<file path="config.mk">
export PLATFORM = sky130hd
export DESIGN_NAME = pong_sound_sched
export DESIGN_NICKNAME = d
export VERILOG_FILES = /design/src/rtl/pong_pkg.sv /design/src/rtl/pong_tone_gen.sv /design/src/rtl/pong_sound_sched.sv
export SDC_FILE = /design/constraint.sdc
export NUM_CORES = 1
export LEC_CHECK = 0
export ABC_CLOCK_PERIOD_IN_PS = 5300
export BUFFER_PORTS_ARGS = -buffer_cell sky130_fd_sc_hd__clkbuf_2
export CORE_UTILIZATION = 65
export CTS_CLUSTER_SIZE = 20
export DETAILED_ROUTE_END_ITERATION = 8
export PLACE_DENSITY = 0.84
export SLEW_MARGIN = 20
export SYNTH_ARGS = -nofsm -noshare
export SYNTH_HDL_FRONTEND = slang
export SYNTH_SLANG_ARGS = --single-unit
</file>
<file path="constraint.sdc">
create_clock -name clk -period 5.3 [get_ports clk]
set_clock_uncertainty 0.1 [all_clocks]
set_input_delay 0.795 -clock clk [delete_from_list [all_inputs] [get_ports clk]]
set_output_delay 0.795 -clock clk [all_outputs]
set_load 0.02 [all_outputs]
</file>
<file path="src/rtl/pong_pkg.sv">
// Shared ids, FSM state encoding and default tone constants for the pong sound scheduler.
// Latency: n/a (declarations only).
// Backpressure: n/a.
package pong_pkg;

  // Sound source ids, also the value driven on active_id.
  typedef enum logic [1:0] {
    SND_NONE   = 2'd0,
    SND_WALL   = 2'd1,
    SND_PADDLE = 2'd2,
    SND_SCORE  = 2'd3
  } snd_id_t;

  typedef enum logic {
    ST_IDLE = 1'b0,
    ST_PLAY = 1'b1
  } snd_state_t;

  // Half-periods in clocks at 25.175 MHz, durations in video frames.
  localparam int unsigned DEF_WALL_HALF     = 12844;
  localparam int unsigned DEF_PADDLE_HALF   = 25689;
  localparam int unsigned DEF_SCORE_HALF    = 51378;
  localparam int unsigned DEF_WALL_FRAMES   = 2;
  localparam int unsigned DEF_PADDLE_FRAMES = 4;
  localparam int unsigned DEF_SCORE_FRAMES  = 16;
  localparam int unsigned DEF_DIV_W         = 16;

  function automatic int unsigned max3(input int unsigned a,
                                       input int unsigned b,
                                       input int unsigned c);
    int unsigned m;
    m = a;
    if (b > m) m = b;
    if (c > m) m = c;
    return m;
  endfunction

  // Bits needed to hold the value v itself.
  function automatic int unsigned cnt_w(input int unsigned v);
    return (v < 2) ? 1 : $clog2(v + 1);
  endfunction

endpackage

</file>
<file path="src/rtl/pong_tone_gen.sv">
// Square-wave generator: loadable half-period down-counter plus output toggle flop.
// Latency: output goes high on the load edge, then toggles every (i_half_m1+1) run clocks.
// Backpressure: none; clear beats load, load beats run.
//
// Ports:
//   clk, nRst   clock, asynchronous active-low reset
//   i_load      start a tone: latch i_half_m1 as reload value, output high
//   i_clear     stop: counter and output to 0
//   i_run       advance the divider by one clock
//   i_half_m1   half-period minus one, sampled on i_load
//   o_sound     square-wave output
module pong_tone_gen #(
  parameter int unsigned DIV_W = 16
) (
  input  logic             clk,
  input  logic             nRst,
  input  logic             i_load,
  input  logic             i_clear,
  input  logic             i_run,
  input  logic [DIV_W-1:0] i_half_m1,
  output logic             o_sound
);

  logic [DIV_W-1:0] r_cnt;
  logic [DIV_W-1:0] r_reload;
  logic             r_sound;

  always_ff @(posedge clk or negedge nRst) begin
    if (!nRst) begin
      r_cnt    <= '0;
      r_reload <= '0;
      r_sound  <= 1'b0;
    end else if (i_clear) begin
      r_cnt    <= '0;
      r_reload <= '0;
      r_sound  <= 1'b0;
    end else if (i_load) begin
      r_cnt    <= i_half_m1;
      r_reload <= i_half_m1;
      r_sound  <= 1'b1;
    end else if (i_run) begin
      // Reload-at-zero gives exactly (half_m1+1) clocks per output level.
      if (r_cnt == '0) begin
        r_cnt   <= r_reload;
        r_sound <= ~r_sound;
      end else begin
        r_cnt <= r_cnt - 1'b1;
      end
    end
  end

  assign o_sound = r_sound;

endmodule

</file>
<file path="src/rtl/pong_sound_sched.sv">
// Pong sound scheduler: arbitrates wall/paddle/score events onto one square-wave output,
// Latency: req pulse -> pending at next edge -> tone starts one edge later (2 clocks).
// Backpressure: requests are held in sticky pending bits; a busy output just defers them.
//
// Optional feature macro: PONG_SOUND_PREEMPT_EN (higher-priority pending request
// cuts into a playing tone; the cut tone is dropped).
//
// Ports:
//   clk, nRst          clock, asynchronous active-low reset
//   en                 design enable; low returns to reset values (vblank edge tracker excepted)
//   vblank             vertical blank level; rising edge is the frame tick
//   req_wall/paddle/score  single-cycle event pulses
//   sound_out          square-wave audio
//   busy               high while a tone plays
//   active_id          0 none, 1 wall, 2 paddle, 3 score
module pong_sound_sched
  import pong_pkg::*;
#(
  parameter int unsigned WALL_HALF     = DEF_WALL_HALF,
  parameter int unsigned PADDLE_HALF   = DEF_PADDLE_HALF,
  parameter int unsigned SCORE_HALF    = DEF_SCORE_HALF,
  parameter int unsigned WALL_FRAMES   = DEF_WALL_FRAMES,
  parameter int unsigned PADDLE_FRAMES = DEF_PADDLE_FRAMES,
  parameter int unsigned SCORE_FRAMES  = DEF_SCORE_FRAMES,
  parameter int unsigned DIV_W         = DEF_DIV_W
) (
  input  logic       clk,
  input  logic       nRst,
  input  logic       en,
  input  logic       vblank,
  input  logic       req_wall,
  input  logic       req_paddle,
  input  logic       req_score,
  output logic       sound_out,
  output logic       busy,
  output logic [1:0] active_id
);

  localparam int unsigned FRM_W = cnt_w(max3(WALL_FRAMES, PADDLE_FRAMES, SCORE_FRAMES));

  localparam logic [DIV_W-1:0] WALL_M1   = DIV_W'(WALL_HALF - 1);
  localparam logic [DIV_W-1:0] PADDLE_M1 = DIV_W'(PADDLE_HALF - 1);
  localparam logic [DIV_W-1:0] SCORE_M1  = DIV_W'(SCORE_HALF - 1);
  localparam logic [FRM_W-1:0] WALL_FR   = FRM_W'(WALL_FRAMES);
  localparam logic [FRM_W-1:0] PADDLE_FR = FRM_W'(PADDLE_FRAMES);
  localparam logic [FRM_W-1:0] SCORE_FR  = FRM_W'(SCORE_FRAMES);
  localparam logic [FRM_W-1:0] FRM_ONE   = FRM_W'(1);

  // Pending bit order: [0] wall, [1] paddle, [2] score.
  logic [2:0]       r_pend;
  snd_state_t       r_state;
  snd_id_t          r_active_id;
  logic             r_busy;
  logic [FRM_W-1:0] r_frames;
  logic             r_vblank_q;

  logic [2:0]       w_req;
  logic             w_tick;
  snd_id_t          w_gnt_id;
  logic [2:0]       w_gnt_mask;
  logic [DIV_W-1:0] w_gnt_half_m1;
  logic [FRM_W-1:0] w_gnt_frames;
  logic             w_preempt;

  snd_state_t       w_state_nxt;
  snd_id_t          w_id_nxt;
  logic             w_busy_nxt;
  logic [FRM_W-1:0] w_frames_nxt;
  logic [2:0]       w_pend_clr;
  logic [2:0]       w_pend_nxt;
  logic             w_tone_load;
  logic             w_tone_clear;
  logic             w_tone_run;
  logic             w_sound;

  assign w_req  = {req_score, req_paddle, req_wall};
  assign w_tick = vblank & ~r_vblank_q;

  // Fixed priority: score > paddle > wall.
  always_comb begin
    w_gnt_id      = SND_NONE;
    w_gnt_mask    = 3'b000;
    w_gnt_half_m1 = WALL_M1;
    w_gnt_frames  = WALL_FR;
    if (r_pend[2]) begin
      w_gnt_id      = SND_SCORE;
      w_gnt_mask    = 3'b100;
      w_gnt_half_m1 = SCORE_M1;
      w_gnt_frames  = SCORE_FR;
    end else if (r_pend[1]) begin
      w_gnt_id      = SND_PADDLE;
      w_gnt_mask    = 3'b010;
      w_gnt_half_m1 = PADDLE_M1;
      w_gnt_frames  = PADDLE_FR;
    end else if (r_pend[0]) begin
      w_gnt_id      = SND_WALL;
      w_gnt_mask    = 3'b001;
      w_gnt_half_m1 = WALL_M1;
      w_gnt_frames  = WALL_FR;
    end
  end

`ifdef PONG_SOUND_PREEMPT_EN
  // Ids are numbered in priority order, so a numeric compare is a priority compare.
  assign w_preempt = (r_state == ST_PLAY) && (w_gnt_id > r_active_id);
`else
  assign w_preempt = 1'b0;
`endif

  // Next-state and control. A grant (from IDLE or by preemption) beats the frame tick,
  // so a tick landing on the grant edge is never counted against the new tone.
  always_comb begin
    w_state_nxt  = r_state;
    w_id_nxt     = r_active_id;
    w_busy_nxt   = r_busy;
    w_frames_nxt = r_frames;
    w_pend_clr   = 3'b000;
    w_tone_load  = 1'b0;
    w_tone_clear = 1'b0;
    if (!en) begin
      w_state_nxt  = ST_IDLE;
      w_id_nxt     = SND_NONE;
      w_busy_nxt   = 1'b0;
      w_frames_nxt = '0;
      w_tone_clear = 1'b1;
    end else if (((r_state == ST_IDLE) || w_preempt) && (w_gnt_id != SND_NONE)) begin
      w_state_nxt  = ST_PLAY;
      w_id_nxt     = w_gnt_id;
      w_busy_nxt   = 1'b1;
      w_frames_nxt = w_gnt_frames;
      w_pend_clr   = w_gnt_mask;
      w_tone_load  = 1'b1;
    end else if ((r_state == ST_PLAY) && w_tick) begin
      if (r_frames == FRM_ONE) begin
        w_state_nxt  = ST_IDLE;
        w_id_nxt     = SND_NONE;
        w_busy_nxt   = 1'b0;
        w_frames_nxt = '0;
        w_tone_clear = 1'b1;
      end else begin
        w_frames_nxt = r_frames - FRM_ONE;
      end
    end
  end

  // Set wins over clear: a new pulse on the grant cycle re-arms the same source.
  assign w_pend_nxt = en ? ((r_pend & ~w_pend_clr) | w_req) : 3'b000;
  assign w_tone_run = (r_state == ST_PLAY);

  always_ff @(posedge clk or negedge nRst) begin
    if (!nRst) begin
      r_state     <= ST_IDLE;
      r_active_id <= SND_NONE;
      r_busy      <= 1'b0;
      r_frames    <= '0;
      r_pend      <= 3'b000;
    end else begin
      r_state     <= w_state_nxt;
      r_active_id <= w_id_nxt;
      r_busy      <= w_busy_nxt;
      r_frames    <= w_frames_nxt;
      r_pend      <= w_pend_nxt;
    end
  end

  // Edge tracker keeps following vblank while disabled, so re-enabling mid-blank
  // does not fabricate a frame tick.
  always_ff @(posedge clk or negedge nRst) begin
    if (!nRst) begin
      r_vblank_q <= 1'b0;
    end else begin
      r_vblank_q <= vblank;
    end
  end

  pong_tone_gen #(
    .DIV_W (DIV_W)
  ) u_tone (
    .clk       (clk),
    .nRst      (nRst),
    .i_load    (w_tone_load),
    .i_clear   (w_tone_clear),
    .i_run     (w_tone_run),
    .i_half_m1 (w_gnt_half_m1),
    .o_sound   (w_sound)
  );

  assign sound_out = w_sound;
  assign busy      = r_busy;
  assign active_id = r_active_id;

endmodule

</file>
==> flow_results.org <==
** Run status
- Outcome :: complete, no violations

** Critical path
- Of all nets on the critical path, the largest fanout is 14.
- Arrival time at the worst endpoint :: 2.78 ns
- For this run, the slowest stage of the critical path takes 0.61 ns.
- Traced cell by cell, the critical path runs through inv_1 > ha_1 > nor4b_1 > nand4_1 > a21oi_1 > mux2_2.
- Critical path's slowest cell :: nand4_1
- Crit Reg-Reg Endpoint :: u_tone.o_sound$_DFFE_PN0P_
- R2R Setup Slk :: 2.65 ns
- For the worst flop-to-flop path, the logic depth is 6.
- Start of the worst register-to-register path :: u_tone.r_cnt[0]$_DFFE_PN0P_
- Data on the critical path is required at its endpoint by 5.43 ns.
- The worst setup path is of the reg -> reg kind.
- Nature of the critical path endpoint :: flop
- The worst setup path is launched from a flop.

** Yosys
- Counting every net in the synthesized netlist gives 256.
- Warnings from Yosys :: 0
- Yosys cell types :: 58
- Synthesized area per cell :: 8.94 um2
- Library cell occupying the most area in the post-synthesis netlist :: dfrtp_1
- Yosys attributes the largest share of cell area to dfrtp_1, nor2_1, o21ai_0.
- Counting flops and latches in the post-synthesis netlist gives 35.
- Yosys top cell area share :: 0.400
- dfrtp_1 is the most common cell in the netlist.
- Most common flop cell mapped by yosys :: dfrtp_1
- Number of synthesized flops with an enable pin :: 0
- Fraction of registers with async set or reset after synthesis :: 1.00
- Synthesis produced 245 cells.
- The share of the Yosys chip area taken by registers is 0.400.
- After synthesis, the most frequently instantiated cells are dfrtp_1, nor2_1, o21ai_0.
- The cell area that synthesis handed to floorplanning was 2190 um2.

** Routing
- In this run, the number of DRC markers left after iteration 0 of detailed routing was 282.
- Post-detailed-route DRC marker count :: 0
- Post-Route WL :: 5.42 mm
- Drt first pass iters :: 7
- Drt via density :: 6.82
- Via Count :: 2,019
- Dividing the detail-routed wire length by the instance count gives 18.3 um.
- Remaining number of nets flagged by the antenna check after routing :: 0

** Floorplan
- In this run the horizontal extent of the chip is 60.0 um.
- Die outline area :: 3600 um2
- After floorplanning, the core was divided into 20 placement rows.
- During I/O placement, the number of pins put on the boundary was 11.
- Chip Height :: 60.0 um
- Placeable core region :: 3130 um2
- Effective utilization at floorplan :: 0.700

** Timing
- Setup total negative slack on the finished layout was measured at 0 ns.
- Final cycle utilization of the critical path :: 0.499
- The worst pin sits at a relative slew slack of 0.417.
- For the pin with the worst max-slew slack, the measured transition is 0.874 ns.
- Final-report max-slew violation count :: 0
- The final number of hold-violating endpoints is 0.
- Counting I/O delays and the setup requirement, the final critical path takes 2.65 ns.
- Setup repair after global routing left no endpoint under its margin.
- Setup violations remaining at the end of the flow were counted as 0.
- Timing would allow up to 378 MHz.

** CTS
- Root buffer selected by CTS :: clkbuf_4
- The later pin in the worst-skew pair is clocked with a latency of 0.35 ns.
- Post-CTS timing repair inserted 0 buffers for setup.
- Total CTS buffers :: 5
- Clock-pin slew on the worst setup and hold paths :: 0.09 ns
- TritonCTS clock tree :: done
- Maximum clock path buffer count :: 2
- Clock tree synthesis found a total of 35 sinks.
- H-tree Lvls :: 2
- Post-CTS Hold Buffers :: 0
- Quantity of gates resized following cts :: 0

** Place
- Routability-driven placement finished with a final weighted congestion of 0.964.
- Port Buffers :: 10
- DPL Wire Length :: 3.92 mm

** Hold path
- Hold Path End :: active_id[0]$_DFFE_PN0P_
- Class of the worst hold path :: reg -> reg
- The startpoint identified for the worst hold timing path is active_id[0]$_DFFE_PN0P_.
- Counting instances, the worst hold path has a depth of 2.

** Layout
- At the end of the flow, the number of nets in the layout was 262.
- Layout cells sized above 1 :: 0.115
- Once layout is complete, the utilization of the core stands at 0.742.
- Ant diodes :: 0
- Layout overhead on the synthesized area :: 5.94%

** Global route
- Antenna violations before repair :: 0
- Global route overflow :: 0
- Vias in the first global route :: 1,811
- Entering global routing, the biggest net connects 36 pins.
- The first global-routing pass estimated 9.00 mm of wire.
- Overall track demand over capacity in global routing :: 0.351

** Pwr
- Static Leak :: 0.000989 uW
- Pwr dens :: 415 nW/um2
- Worst vdd ir :: 0.268 mV

** Run
- Number of maximum-capacitance constraint violations :: 0
-- worst max-delay path: cells and delay by family, from the launching register on --
kind            cells  cell delay [ns]
fa+ha+maj           1             0.18
simple gates        2             1.05
flops               1             0.42
compound gates      1             0.32
buf+inv             1             0.11
mux                 1             0.35
-- how the worst max path moves through the flow --
stage,from,end,slack (ns)
floorplan,en,u_tone.o_sound$_DFFE_PN0P_,3.10
global placement,u_tone.r_cnt[0]$_DFFE_PN0P_,u_tone.o_sound$_DFFE_PN0P_,2.78
detailed placement,u_tone.r_cnt[0]$_DFFE_PN0P_,u_tone.o_sound$_DFFE_PN0P_,2.71
CTS,u_tone.r_cnt[0]$_DFFE_PN0P_,u_tone.o_sound$_DFFE_PN0P_,2.73
global route,u_tone.r_cnt[0]$_DFFE_PN0P_,u_tone.r_cnt[12]$_DFFE_PN0P_,2.40
finish,u_tone.r_cnt[0]$_DFFE_PN0P_,u_tone.o_sound$_DFFE_PN0P_,2.65
-- kinds of logic after synthesis --
family	after synthesis	share of synthesized area
buf+inv	25	0.0457
fa+ha+maj	4	0.0229
compound gates	85	0.261
simple gates	88	0.235
mux	4	0.0189
xor+xnor	4	0.0160
flops	35	0.400
-- cell usage in the layout (no fill, tap or decap), drive strengths merged, types with 3 or more instances in the layout --
| cell type | count |
|---|---|
| clkbuf | 18 |
| nor3 | 13 |
| a22oi | 4 |
| dfrtp | 35 |
| a31oi | 7 |
| a21o | 3 |
| ha | 4 |
| nand2 | 13 |
| a21oi | 15 |
| mux2i | 3 |
| a221oi | 4 |
| inv | 12 |
| o211ai | 5 |
| o31ai | 3 |
| nand4 | 6 |
| and3b | 3 |
| o22ai | 5 |
| o21ai | 20 |
| nor4 | 5 |
| nor2 | 25 |
| nand2b | 4 |
-- layer usage --
layer  part of all wire  wire (um)  global-route usage  vias to the layer above
li1                   -          -                   -                      946
met4              0.024        128               0.140                        0
met2               0.47       2520               0.538                      112
met3              0.083        448              0.0758                       15
met5                  0          0                   0                        -
met1               0.43       2320               0.483                      946
-- stage by stage --
stage	total power, uW	std cells	cell area (um2)	setup WS, ns	hold slack [ns]
after floorplan	691	245	2190	3.10	0.366
after global placement	788	288	2250	2.78	0.364
after detailed placement	789	288	2250	2.71	0.393
after CTS	954	296	2320	2.73	0.418
after global routing	1020	296	2320	2.40	0.431
final	963	296	2320	2.65	0.415
-- report_power, final --
part | switching [uW] | internal, uW
clock | 89.2 | 78.0
combinational | 244 | 166
sequential | 74.8 | 311
-- sequential cells by signal (all words and copies together) (netlist names) --
register,count
r_pend,3
u_tone.r_cnt,16
u_tone.r_reload,6
active_id,2
r_frames,5
r_vblank_q,1
u_tone.o_sound,1
busy,1
-- cell type report --
class                      instances  area [um2]
sequential                        35         876
multi-input combinational        185        1210
inverter                          13        48.8
timing repair buffer              11        57.6
tap                               44        55.1
fill                             230         808
clock buffer                       8        68.8
(Power assumes the default switching activity.)
